### config.mk
export PLATFORM = sky130hd
export DESIGN_NAME = rv_mem_if_flat
export DESIGN_NICKNAME = d
export VERILOG_FILES = /design/src/rtl/rv_mem_pkg.sv /design/src/rtl/rv_mem_if_if.sv /design/src/rtl/rv_wait_cnt.sv /design/src/rtl/rv_mem_if.sv /design/src/flat_wrapper.sv
export SDC_FILE = /design/constraint.sdc
export NUM_CORES = 1
export LEC_CHECK = 0
export CAP_MARGIN = 20
export CORE_MARGIN = 4
export CORE_UTILIZATION = 38
export CTS_CLUSTER_DIAMETER = 120
export DETAILED_ROUTE_END_ITERATION = 16
export GPL_ROUTABILITY_DRIVEN = 1
export PLACE_DENSITY = 0.82
export SYNTH_ARGS = -nofsm -noshare
export SYNTH_HDL_FRONTEND = slang
export SYNTH_HIERARCHICAL = 1
export SYNTH_SLANG_ARGS = --single-unit
### constraint.sdc
create_clock -name clk -period 5.5 [get_ports clk]
set_input_delay 0.825 -clock clk [delete_from_list [all_inputs] [get_ports clk]]
set_output_delay 0.825 -clock clk [all_outputs]
set_load 0.02 [all_outputs]
### src/rtl/rv_mem_pkg.sv
// rv_mem_pkg: shared state type and memory-access encodings for the memory sequencer
package rv_mem_pkg;
  typedef enum logic [2:0] {S_IDLE, S_ACCESS, S_WAIT, S_DONE, S_ERR} mif_state_t;
  localparam logic MEM_RD = 1'b0;
  localparam logic MEM_WR = 1'b1;
  localparam int WORD_BYTES = 4;
endpackage

### src/rtl/rv_mem_if_if.sv
// rv_mem_if_if: request/response bus between the core control FSM and the memory sequencer
interface rv_mem_if_if;
  logic req;
  logic memrw;
  logic [31:0] addr;
  logic [31:0] wdata;
  logic [31:0] rdata;
  logic done;
  logic err;
  logic busy;
  modport master(output req, memrw, addr, wdata, input rdata, done, err, busy);
  modport slave(input req, memrw, addr, wdata, output rdata, done, err, busy);
endinterface

### src/rtl/rv_wait_cnt.sv
// rv_wait_cnt: loadable 4-bit down-counter flagging its final wait cycle
module rv_wait_cnt (
  input  logic       clk,
  input  logic       rst,
  input  logic       load,
  input  logic       en,
  input  logic [3:0] load_val,
  output logic [3:0] cnt,
  output logic       last
);
  logic [3:0] cnt_q, cnt_d;
  // Load takes priority over counting down.
  always_comb cnt_d = load ? load_val : en ? cnt_q - 4'd1 : cnt_q;
  // Count register.
  always_ff @(posedge clk or posedge rst)
    if (rst) cnt_q <= '0;
    else cnt_q <= cnt_d;
  assign cnt = cnt_q;
  assign last = cnt_q == 4'd1;
endmodule

### src/rtl/rv_mem_if.sv
// rv_mem_if: single-port SRAM access sequencer with wait states and alignment/range checks
module rv_mem_if import rv_mem_pkg::*; #(
  parameter int DEPTH_WORDS = 1024,
  parameter int RD_WAIT = 2,
  parameter int WR_WAIT = 1,
  localparam int AW = $clog2(DEPTH_WORDS)
) (
  input  logic          clk,
  input  logic          rst,
  rv_mem_if_if.slave    bus,
  output logic          mem_cs,
  output logic          mem_we,
  output logic [AW-1:0] mem_addr,
  output logic [31:0]   mem_wdata,
  input  logic [31:0]   mem_rdata
);
  localparam int OFS = $clog2(WORD_BYTES);
  localparam logic [3:0] RDW = 4'(RD_WAIT);
  localparam logic [3:0] WRW = 4'(WR_WAIT);
  if (RD_WAIT < 1 || RD_WAIT > 15 || WR_WAIT < 0 || WR_WAIT > 15 ||
      (DEPTH_WORDS & (DEPTH_WORDS - 1)) != 0) begin : g_bad_params
    $error("rv_mem_if: illegal parameters");
  end
  mif_state_t state_q, state_d;
  logic [AW-1:0] addr_q, addr_d;
  logic [31:0] wdata_q, wdata_d, rdata_q, rdata_d;
  logic we_q, we_d;
  logic [3:0] cnt, ld_val;
  logic last, bad;
  assign ld_val = we_q == MEM_WR ? WRW : RDW;
  assign bad = bus.addr[OFS-1:0] != '0 || bus.addr[31:OFS] >= (32-OFS)'(DEPTH_WORDS);
  rv_wait_cnt u_cnt (
    .clk(clk),
    .rst(rst),
    .load(state_q == S_ACCESS),
    .en(state_q == S_WAIT),
    .load_val(ld_val),
    .cnt(cnt),
    .last(last)
  );
  // Next state and capture; only IDLE listens to req, so nothing queues.
  always_comb begin
    state_d = state_q;
    addr_d = addr_q;
    wdata_d = wdata_q;
    we_d = we_q;
    case (state_q)
      S_IDLE: if (bus.req) begin
        addr_d = bus.addr[AW+OFS-1:OFS];
        wdata_d = bus.wdata;
        we_d = bus.memrw;
        state_d = bad ? S_ERR : S_ACCESS;
      end
      S_ACCESS: state_d = ld_val != '0 ? S_WAIT : S_DONE;
      S_WAIT: state_d = last ? S_DONE : S_WAIT;
      default: state_d = S_IDLE;
    endcase
  end
  // SRAM data is valid during the first wait cycle, which is when the counter still holds RD_WAIT.
  always_comb rdata_d = (state_q == S_WAIT && we_q == MEM_RD && cnt == RDW) ? mem_rdata : rdata_q;
  // State, capture and read-data registers; reset aborts any transaction in flight.
  always_ff @(posedge clk or posedge rst)
    if (rst) begin
      state_q <= S_IDLE;
      addr_q <= '0;
      wdata_q <= '0;
      we_q <= 1'b0;
      rdata_q <= '0;
    end else begin
      state_q <= state_d;
      addr_q <= addr_d;
      wdata_q <= wdata_d;
      we_q <= we_d;
      rdata_q <= rdata_d;
    end
  assign bus.busy = state_q != S_IDLE;
  assign bus.done = state_q == S_DONE || state_q == S_ERR;
  assign bus.err = state_q == S_ERR;
  assign bus.rdata = rdata_q;
  assign mem_cs = state_q == S_ACCESS;
  assign mem_we = mem_cs & we_q;
  assign mem_addr = addr_q;
  assign mem_wdata = wdata_q;
endmodule

### src/flat_wrapper.sv
// flat-port wrapper written by rule: the top's interface ports become plain ports
module rv_mem_if_flat import rv_mem_pkg::*;
#(
  parameter int DEPTH_WORDS = 1024,
  parameter int RD_WAIT = 2,
  parameter int WR_WAIT = 1,
  localparam int AW = $clog2(DEPTH_WORDS)
)
  (clk, rst, mem_cs, mem_we, mem_addr, mem_wdata, mem_rdata, bus_req, bus_memrw, bus_addr, bus_wdata, bus_rdata, bus_done, bus_err, bus_busy);
  rv_mem_if_if bus_i ();
  input  logic clk;
  input  logic rst;
  output logic mem_cs;
  output logic mem_we;
  output logic [AW-1:0] mem_addr;
  output logic [31:0] mem_wdata;
  input  logic [31:0] mem_rdata;
  input wire logic [$bits(bus_i.req)-1:0] bus_req;
  input wire logic [$bits(bus_i.memrw)-1:0] bus_memrw;
  input wire logic [$bits(bus_i.addr)-1:0] bus_addr;
  input wire logic [$bits(bus_i.wdata)-1:0] bus_wdata;
  output wire logic [$bits(bus_i.rdata)-1:0] bus_rdata;
  output wire logic [$bits(bus_i.done)-1:0] bus_done;
  output wire logic [$bits(bus_i.err)-1:0] bus_err;
  output wire logic [$bits(bus_i.busy)-1:0] bus_busy;
  assign bus_i.req = bus_req;
  assign bus_i.memrw = bus_memrw;
  assign bus_i.addr = bus_addr;
  assign bus_i.wdata = bus_wdata;
  assign bus_rdata = bus_i.rdata;
  assign bus_done = bus_i.done;
  assign bus_err = bus_i.err;
  assign bus_busy = bus_i.busy;
  rv_mem_if #(.DEPTH_WORDS(DEPTH_WORDS), .RD_WAIT(RD_WAIT), .WR_WAIT(WR_WAIT)) u_core (.clk(clk), .rst(rst), .bus(bus_i), .mem_cs(mem_cs), .mem_we(mem_we), .mem_addr(mem_addr), .mem_wdata(mem_wdata), .mem_rdata(mem_rdata));
endmodule
# Word level (Yosys, flattened, before mapping)
# Cells that the tools add are included.
# classes
n_lt_le_gt_ge,1
add_sub_neg,1
n_bitwise,2
reduce_logical,10
eq_ne,7
mux,8
# ops
cell,count
"30-bit by 11-bit >= comparator with 1-bit output, second input constant",1
3-bit one-hot mux with 3 select lines,1
4-bit two-way mux,2
"3-bit by 2-bit equality test with 1-bit output, second input constant",2
3-bit two-way mux,2
"4-bit by 1-bit equality test with 1-bit output, second input constant",1
"4-bit by 2-bit equality test with 1-bit output, second input constant",1
2-bit nonzero test,2
4-bit nonzero test,1
"4-bit by 1-bit subtractor with 4-bit output, second input constant",1
"3-bit by 1-bit equality test with 1-bit output, second input constant",1
"3-bit equality test, second input constant",1
3-bit zero test,1
3-bit nonzero test,1
1-bit logical AND,2
1-bit logical OR,2
1-bit two-way mux,2
2-bit two-way mux,1
"2-bit != test, second input constant",1
2-bit AND reduction,1
1-bit AND,1
1-bit inverter,1
# word_totals
out_inout_bits,79
register_bits,82

# Logic depth before layout (Yosys ltp)
# Gate-level depths: netlist of run 1.
# depth
word_depth,5
mapped_depth,5
mapped_depth_nobuf,5

# Modules after synthesis
# The synthesis of run 1 kept the hierarchy.
# by_module_without_submodules
module,area_each_um2,instances,cells_per_inst,seq_area_each_um2
rv_mem_if,3203.1,1,190,1951.9
rv_wait_cnt,244.0,1,24,100.1

# Worst setup path before layout of run 1
# OpenSTA, ideal clock, no wires.
# synth_timing
path_type,register to output
from,reg u_core.state_q[0]
to,out mem_we
setup_slack_ns,2.938
arrival_time_ns,1.737
required_time_ns,4.675
path_stages_with_launch,3
n_path_buf,0
cell_sequence,dfrtp_1 nor3b_1 and2_1
# synth_between
elab_chain_cells,2
# synth_lines
element,line_no,source
from (decl),rv_mem_if.sv:24,"mif_state_t state_q, state_d;"
from (signal assigned),rv_mem_if.sv:70,state_q <= state_d;
3-bit by 1-bit equality test with 1-bit output,rv_mem_if.sv:80,assign mem_cs = state_q == S_ACCESS;
net mem_cs,flat_wrapper.sv:13,output logic mem_cs;
1-bit AND,rv_mem_if.sv:81,assign mem_we = mem_cs & we_q;
to (decl),flat_wrapper.sv:14,output logic mem_we;
# The timed path passes the listed nets, and every way through them passes these cells.

# Final worst setup path of run 1
# layout_timing
from,reg u_core.state_q[0]
to,out mem_we
# layout_between
elab_chain_cells,2
# layout_lines
element,line_no
3-bit by 1-bit equality test with 1-bit output,rv_mem_if.sv:80
1-bit AND,rv_mem_if.sv:81
# Every way passes these cells.

==> results.ini, run 1 <==
[power_and_ir_drop]
pwr-share-comb_pct=28.6
total_power_mw=1.77
power.internal_mw=1.28
p_sw_share_pct=28.0
power.share.clock_pct=28.3
pwr-share-seq_pct=43.1
leakage_nw=2.32
ir_worst_vdd_mv=0.192
p_sw_uw=496
powerDensity_nw_per_um2=322

[synthesis]
synth-edff-count=0
synth_top_family_by_area=multiplexers
synth_area_leaders=dfrtp_1, mux2_2, mux2_4
synth_xor_xnor_area_share_pct=0.762
synth_compound_area_share_pct=1.09
synth.distinct_cells=29
ys.warnings.count=6
ys_ff_latch=82
synth.avg_cell_area_um2=16.1
synth_seq_area_share_pct=59.5
synth_area_um2=3450
async_reset_ff_share_pct=100
synth_fa_ha_area_share_pct=0.726
synthCells=214
netlist.area_leader.share_pct=59.5
synthMuxAreaShare_pct=27.8
synth_simple_gate_area_share_pct=5.88
synth_flop_cell=dfrtp_1
yosysTopAreaCell=dfrtp_1

[layout]
multi_input_area_um2=1260
fin_nets=499
drive_gt1_share_pct=24.9
fill_cells=690
final-seq-area_um2=2050
area_growth_pct=59.6
num_antenna_cells=0
instances_no_fill=510

[sta]
fin_worst_skew_ps=9.89
fmax_ghz=0.315
hold-worst-slack_ps=509
rsz0062_at_grt=no
fin_crit_ps=3180
fin_ws_ps=2320
max-slew-margin-rel_pct=32.2
tightest_slew_ps=1020
hold_viol_final=0
setup_viol=0
totalNegativeSetupSlack_ps=0
fin_crit_sh_pct=57.8
maxSlewViolCount=0

[grt]
grt_pass1_wl_mm=12.8
grt_pass1_vias=2644
grt_usage_pct=15.6
antenna_found_initial=0
gr-total-overflow=0
grt_max_degree=47

[detailed_routing]
routedWlPerCell_um=16.6
vias=2411
ant_nets=0
vias_per_cell=4.73
drc_errors=0
wl_mm=8.44
first_pass_iters=3
initialDrtViolationCount=20

[clock_tree]
cts_resized=0
cts-root-buf=clkbuf_8
cts_tree=yes
clk_pin_slew_ps=80
cts_max_path_buffers=2
postCtsSetupBuffers=0
hold_buffers=0
numCtsBuffers=9
insertion_delay_ps=340
htreeDepth=3
cts_num_sinks=82

[worst_setup_path]
critical_path.startpoint_type=flop
r2r_slack_ps=3190
cp-startpoint=u_core/state_q[0]
end_kind=primary output
cp.arrival_ps=2350
critical_path_class=flop to primary output
worstPathRequired_ps=4680
reg2reg_from=u_core/state_q[1]
cp_max_fo=10

[die]
start_util_pct=39.3
die-area_um2=10700
die_h_um=103
dieWidth_um=103
core_area_um2=8760
rows=34
ios=179

[placed_design]
buffer_ports.inserted=178
gp_congestion=0.756
hpwl_mm=6.43
dp.cells=494
post-place-ws_ps=2640

[outcome]
outcome=completed

[hold_path]
hp-start=u_core/mem_wdata[2]
min_path_type=flop to flop

[run]
maxCapViolations=0

-- cells in the final DEF, fill, tap and decap left out, drive strengths merged --
master,netlist,final
nor2,3,3
or2,1,1
mux2,75,75
and3,1,1
xnor2,1,1
clkinv,0,1
nand2,7,7
bufinv,0,2
o21a,1,1
clkdlybuf4s50,0,178
o21ai,6,6
buf,9,2
inv,5,6
ha,2,2
dfrtp,82,82
nand2b,1,1
nor4,4,4
conb,1,2
nand3b,1,1
and2,1,1
or3,1,1
nand4,2,2
nor4b,3,3
nor3b,4,4
clkbuf,0,11
xor2,2,2
nand3,1,1
clkinvlp,0,1
-- through the flow --
step                instance area, um^2  util (%)
floorplan                          3450         -
global placement                   5270      60.1
detailed placement                 5270      60.1
CTS                                5500      62.8
global route                       5500      62.8
finish                             5500      62.8
-- metal layers --
metal | track usage [%] | wire length [um] | up-vias
met1 | 18.2 | 3230 | 1168
met3 | 7.78 | 1040 | 2
met5 | 0 | 0 | -
met4 | 3.29 | 26 | 0
met2 | 26.1 | 4140 | 124
li1 | - | - | 1117
-- cell usage after synthesis (3+ instances only) --
| cell type | number |
|---|---|
| nand2_1 | 7 |
| nor2_1 | 3 |
| buf_6 | 5 |
| inv_1 | 5 |
| mux2_2 | 45 |
| nor3b_1 | 3 |
| mux2_4 | 30 |
| o21ai_0 | 5 |
| dfrtp_1 | 82 |
| nor4_1 | 4 |
| buf_12 | 3 |
-- cell type report --
type	count	share of cell area, %
repair buffers	180	32.7
clock buffers	11	2.75
multi-input cells	119	23.0
inverters	5	0.341
clock inverters	5	1.55
flip-flops and latches	82	37.3
well taps	108	2.46
-- worst max-delay path, cell delays in order (launching register included) --
cell,delay (ps)
dfrtp_1,470
nor3b_1,720
and2_1,220
clkdlybuf4s50_1,600
-- state kept, by name, summed over array words and instances (netlist names) --
| register | cells |
|---|---|
| u_core/we_q | 1 |
| u_core/u_cnt/cnt | 4 |
| u_core/mem_wdata | 32 |
| u_core/bus.rdata | 32 |
| u_core/mem_addr | 10 |
| u_core/state_q | 3 |
-- power groups by stage --
| stage | Sequential, mW | Combinational (mW) | Clock (mW) |
|---|---|---|---|
| after global routing | 0.778 | 0.540 | 0.549 |
| after global placement | 0.768 | 0.502 | 0 |
| final | 0.765 | 0.507 | 0.501 |
| after detailed placement | 0.776 | 0.511 | 0 |
| after floorplan | 0.868 | 0.145 | 0 |
| after CTS | 0.766 | 0.514 | 0.519 |
-- final timing paths --
kind	endpoint	cells after the start
max reg2reg	u_core/bus.rdata[29]	3
min	u_core/mem_wdata[2]	1
min in group asynchronous	u_core/u_cnt/cnt[0]	2
min reg2reg	u_core/mem_wdata[2]	1
max	mem_we	3
max in group asynchronous	u_core/mem_wdata[24]	3
-- logic make-up (layout without fill, tap and decap cells) --
group                    after synthesis  in the layout
other                                  1              2
adder cells (fa/ha/maj)                2              2
XOR/XNOR                               3              3
AO/OA/AOI/OAI                          7              7
multiplexers                          75             75
AND/OR/NAND/NOR                       30             30
flip-flops                            82             82
buffers and inverters                 14            201
Note: power is estimated with default switching activity, not from simulation.
==> inputs of run 2 (changes only) <==
- CORE_UTILIZATION: 38 -> 36
- clock period: 5.5 -> 2.9 ns (I/O delays scaled with it)
==> run 2 against run 1 <==
Design area grew 0.14%. Final cell count increased by 4.5%. Critical path depth did not move. Sequential power rose by 90%. Total power is 78% higher. Global-route usage is 0.92 points lower. Hold slack worse by 160 ps. Largest power group unchanged.
==> results.ini, run 2 (synthesized netlist as in run 1, its figures left out) <==
[outcome]
outcome=completed

[run]
maxCapViolations=0  ; unchanged

[grt]
grt_max_degree=47  ; unchanged
antenna_found_initial=0  ; unchanged
met1_usage_pct=16.7  ; -1.5 points
met2_usage_pct=24.1  ; -2.0 points
grt_pass1_vias=2667  ; +0.87%
grt_usage_pct=14.7  ; -0.92 points
use_met3_pct=6.98  ; -0.80 points
grt_pass1_wl_mm=13.1  ; +1.8%
gr-total-overflow=0  ; unchanged
top_usage_layer=met2

[worst_setup_path]
worstPathRequired_ps=2470  ; -2210 ps
critical_path_class=flop to primary output
cp_cell_sequence=nor3b_1 -> and2_1 -> clkdlybuf4s50_1
cpMaxStageDelayCell=clkdlybuf4s50_1
cp-startpoint=u_core/state_q[0]
cp.arrival_ps=1900  ; -450 ps
cp_max_fo=6  ; -4
cp_num_buf_inv=1  ; unchanged
critical_path.startpoint_type=flop
end_kind=primary output
reg2reg_from=u_core/state_q[0]
critPathTopFamily=buffers and inverters
cpPeakStageDelay_ps=590  ; -130 ps

[detailed_routing]
wl_mm=8.21  ; -2.8%
drc_errors=0  ; unchanged
ant_nets=0  ; unchanged
vias_per_cell=4.56  ; -3.6%
first_pass_iters=6  ; +3
vias=2428  ; +0.71%
initialDrtViolationCount=83  ; +320%
routedWlPerCell_um=15.4  ; -7.0%

[die]
ios=179  ; unchanged
core_area_um2=9280  ; +5.9%
dieWidth_um=106  ; +2.5%
die_h_um=106  ; +2.5%
die-area_um2=11200  ; +5.1%
rows=35  ; +2.9%
start_util_pct=37.1  ; -2.2 points

[layout]
area_growth_pct=59.9
fin_nets=501  ; +0.40%
drive_gt1_share_pct=25.2  ; +0.37 points
utilization_pct=59.4  ; -3.4 points
layout_commonest_cell=clkdlybuf4s50_1
final_cell_mix=clkdlybuf4s50_1, dfrtp_1, mux2_2
num_antenna_cells=0  ; unchanged
design_area_um2=5510  ; +0.14%
instances_no_fill=533  ; +4.5%

[placed_design]
gp_congestion=0.762  ; +0.86%
dp.cells=517  ; +4.7%
hpwl_mm=6.28  ; -2.4%
buffer_ports.inserted=178  ; unchanged
post-place-ws_ps=855  ; -1780 ps
placed_area_um2=5330  ; +1.3%

[clock_tree]
insertion_delay_ps=340  ; about the same
clk_pin_slew_ps=80  ; about the same
hold_buffers=0  ; unchanged
cts_tree=yes
cts_max_path_buffers=2  ; unchanged
cts_resized=0  ; unchanged
postCtsSetupBuffers=0  ; unchanged
numCtsBuffers=9  ; unchanged
cts-root-buf=clkbuf_8
htreeDepth=3  ; unchanged
cts_num_sinks=82  ; unchanged

[sta]
fin_crit_sh_pct=80.6
totalNegativeSetupSlack_ps=0  ; unchanged
max-slew-margin-rel_pct=55.7  ; +23 points
fin_ws_ps=562  ; -1760 ps
hold-worst-slack_ps=351  ; -158 ps
setup_viol=0  ; unchanged
maxSlewViolCount=0  ; unchanged
hold_viol_final=0  ; unchanged
rsz0062_at_grt=no
tightest_slew_ps=664  ; -353 ps
fmax_ghz=0.428
fin_crit_ps=2340
fin_worst_skew_ps=13.2  ; +3.34 ps

[power_and_ir_drop]
leakage_nw=2.32  ; -0.30%
ir_worst_vdd_mv=0.294  ; +53%
total_power_mw=3.15  ; +78%
powerDensity_nw_per_um2=572  ; +78%

[hold_path]
min_path_type=input port to asynchronous set/reset pin

## run 2: changes by cell type in the layout (fill, tap and decap cells not counted), sizes merged
cell    delta
buf        +2
clkinv     +4
bufinv     -2
clkbuf     -2
## run 2: cell type report
class / count / area [um^2]
Clock buffer: 9 / 124
Sequential cell: 82 / 2050
Timing Repair Buffer: 182 / 1840
Clock inverter: 7 / 52.6
Fill cell: 764 / 3770
Multi-Input combinational cell: 119 / 1260
Tap cell: 129 / 161
Inverter: 5 / 20.0
## run 2: path summary, 6_finish.rpt
kind                                   endpoint  slack [ps]  cells after the start
setup / recovery                         mem_we         560                      3
max in group asynchronous           u_core/we_q        1720                      3
hold reg to reg              u_core/mem_addr[6]         510                      1
min in group clk             u_core/mem_addr[6]         510                      1
setup reg to reg           u_core/bus.rdata[30]         870                      4
hold / removal              u_core/u_cnt/cnt[0]         350                      2
## run 2: routing by layer
metal,up-vias,part of all wire [%]
met2,131,48
met3,9,12
met4,0,1.1
met5,-,0
met1,1166,39
li1,1122,-
## run 2: worst register-to-register path, cell delays in order (launching register included)
cell and delay, ps:
dfrtp_1 470, nor3b_4 350, and3_2 230, buf_4 460, mux2_2 410
## run 2: power breakdown
part	internal, mW	switching [mW]
sequential	1.32	0.124
clock	0.317	0.423
combinational	0.566	0.402
==> inputs of run 3 (changes only) <==
- CORE_UTILIZATION: 36 -> 38
- clock period: 2.9 -> 2.33 ns (I/O delays scaled with it)
==> run 3 against run 2 <==
Non-clock buffer count rose by 1. Combinational power rose by 23%. Final cell count fell by 3.9%. Die area fell by 4.9%. Largest power group unchanged. Critical endpoint unchanged.
==> results.ini, run 3 (synthesized netlist as in run 1, its figures left out) <==
[sta]
rsz0062_at_grt=no
tightest_slew_ps=577  ; -86.6 ps
setup_viol=0  ; unchanged
fmax_ghz=0.455
fin_ws_ps=135  ; -428 ps
hold_viol_final=0  ; unchanged
fin_crit_sh_pct=94.2
maxSlewViolCount=0  ; unchanged
totalNegativeSetupSlack_ps=0  ; unchanged
fin_crit_ps=2200
max-slew-margin-rel_pct=61.5  ; +5.8 points
fin_worst_skew_ps=8.12  ; -5.11 ps

[worst_setup_path]
critical_path_class=flop to primary output
cp_max_fo=6  ; unchanged
cp.arrival_ps=1850  ; -50 ps
rr_worst_depth=4  ; unchanged
end_kind=primary output
worstPathRequired_ps=1980  ; -490 ps
critical_path.startpoint_type=flop

[placed_design]
buffer_ports.inserted=178  ; unchanged
gp_congestion=0.707  ; -7.2%
post-place-ws_ps=354  ; -501 ps
hpwl_mm=6.35  ; +1.0%
dp.cells=497  ; -3.9%

[grt]
grt_pass1_vias=2611  ; -2.1%
grt_pass1_wl_mm=12.6  ; -3.3%
gr-total-overflow=0  ; unchanged
grt_usage_pct=15.2  ; +0.54 points
antenna_found_initial=0  ; unchanged
grt_max_degree=47  ; unchanged

[detailed_routing]
first_pass_iters=4  ; -2
vias=2407  ; -0.86%
routedWlPerCell_um=16.0  ; +4.0%
vias_per_cell=4.70  ; +3.2%
ant_nets=0  ; unchanged
wl_mm=8.20  ; about the same
initialDrtViolationCount=34  ; -59%
drc_errors=0  ; unchanged

[clock_tree]
hold_buffers=0  ; unchanged
postCtsSetupBuffers=0  ; unchanged
insertion_delay_ps=330  ; about the same
cts_max_path_buffers=2  ; unchanged
cts-root-buf=clkbuf_8
cts_num_sinks=82  ; unchanged
cts_resized=0  ; unchanged
htreeDepth=3  ; unchanged
clk_pin_slew_ps=80  ; about the same
cts_tree=yes
numCtsBuffers=9  ; unchanged

[die]
rows=34  ; -2.9%
start_util_pct=39.3  ; +2.2 points
die_h_um=103  ; -2.5%
core_area_um2=8760  ; -5.6%
die-area_um2=10700  ; -4.9%
dieWidth_um=103  ; -2.5%
ios=179  ; unchanged

[power_and_ir_drop]
power.share.clock_pct=27.2  ; +3.7 points
leakage_nw=2.34  ; +1.1%
p_sw_share_pct=27.7  ; -2.4 points
power.internal_mw=2.97  ; +35%
pwr-share-seq_pct=43.9  ; -2.0 points
powerDensity_nw_per_um2=742  ; +30%
p_sw_mw=1.14  ; +20%
ir_worst_vdd_mv=0.332  ; +13%
pwr-share-comb_pct=28.9  ; -1.8 points

[run]
maxCapViolations=0  ; unchanged

[layout]
area_growth_pct=60.7
drive_gt1_share_pct=25.5  ; +0.25 points
fin_nets=502  ; +0.20%
final_cell_mix=clkdlybuf4s50_1, dfrtp_1, mux2_2
layout_commonest_cell=clkdlybuf4s50_1
fill_cells=663  ; -13%
instances_no_fill=512  ; -3.9%
num_antenna_cells=0  ; unchanged

[outcome]
outcome=completed

[hold_path]
min_path_type=input port to asynchronous set/reset pin

[run 3: cell count changes in the layout (fill, tap and decap cells not counted)]
cell       change
buf_4          +1
bufinv_16      +2
clkbuf_8       +1
clkinv_2       -1
clkinv_4       -1
inv_6          -2
nor3b_1        -1
nor3b_2        +1
[run 3: critical path, cell delays in order, from the launching register on]
cell	delay (ps)
dfrtp_1	480
nor3b_2	280
and2_1	160
clkdlybuf4s50_1	600
[run 3: through the flow]
stage	total power [mW]	cell area [um^2]	hold slack (ps)	util [%]
2_1_floorplan	2.39	3450	116	-
3_3_place_gp	3.00	5320	489	60.7
3_5_place_dp	3.04	5320	492	60.7
4_1_cts	4.18	5530	266	63.1
5_1_grt	4.34	5540	266	63.2
6_report	4.11	5540	282	63.2
[run 3: cell type report]
| type | count | area [um^2] | area share, % |
|---|---|---|---|
| timing repair buffer | 183 | 1840 | 33.3 |
| inverter | 5 | 22.5 | 0.407 |
| tap | 108 | 135 | 2.44 |
| sequential | 82 | 2050 | 37.0 |
| multi-input combinational | 119 | 1270 | 22.9 |
| clock inverter | 5 | 78.8 | 1.42 |
| clock buffer | 10 | 138 | 2.48 |
[run 3: power by group through the flow]
stage | sequential (mW) | clock (mW) | combinational [mW]
6_report | 1.80 | 1.12 | 1.19
5_1_grt | 1.84 | 1.23 | 1.27
3_5_place_dp | 1.83 | 0 | 1.20
3_3_place_gp | 1.82 | 0 | 1.18
4_1_cts | 1.81 | 1.17 | 1.21
2_1_floorplan | 2.05 | 0 | 0.342
[run 3: routing by layer]
layer,GRT usage (%),routed length [um]
met1,17.8,3170
met4,3.29,44
met3,6.98,923
met5,0,0
met2,25.9,4060
[run 3: final timing paths]
kind	start	to	slack, ps
hold reg to reg	u_core/mem_wdata[20]	u_core/mem_wdata[20]	510
min in group clk	u_core/mem_wdata[20]	u_core/mem_wdata[20]	510
setup / recovery	u_core/state_q[0]	mem_we	130
hold / removal	rst	u_core/u_cnt/cnt[3]	280
max in group asynchronous	rst	u_core/mem_wdata[10]	1350
setup reg to reg	u_core/state_q[1]	u_core/bus.rdata[25]	370
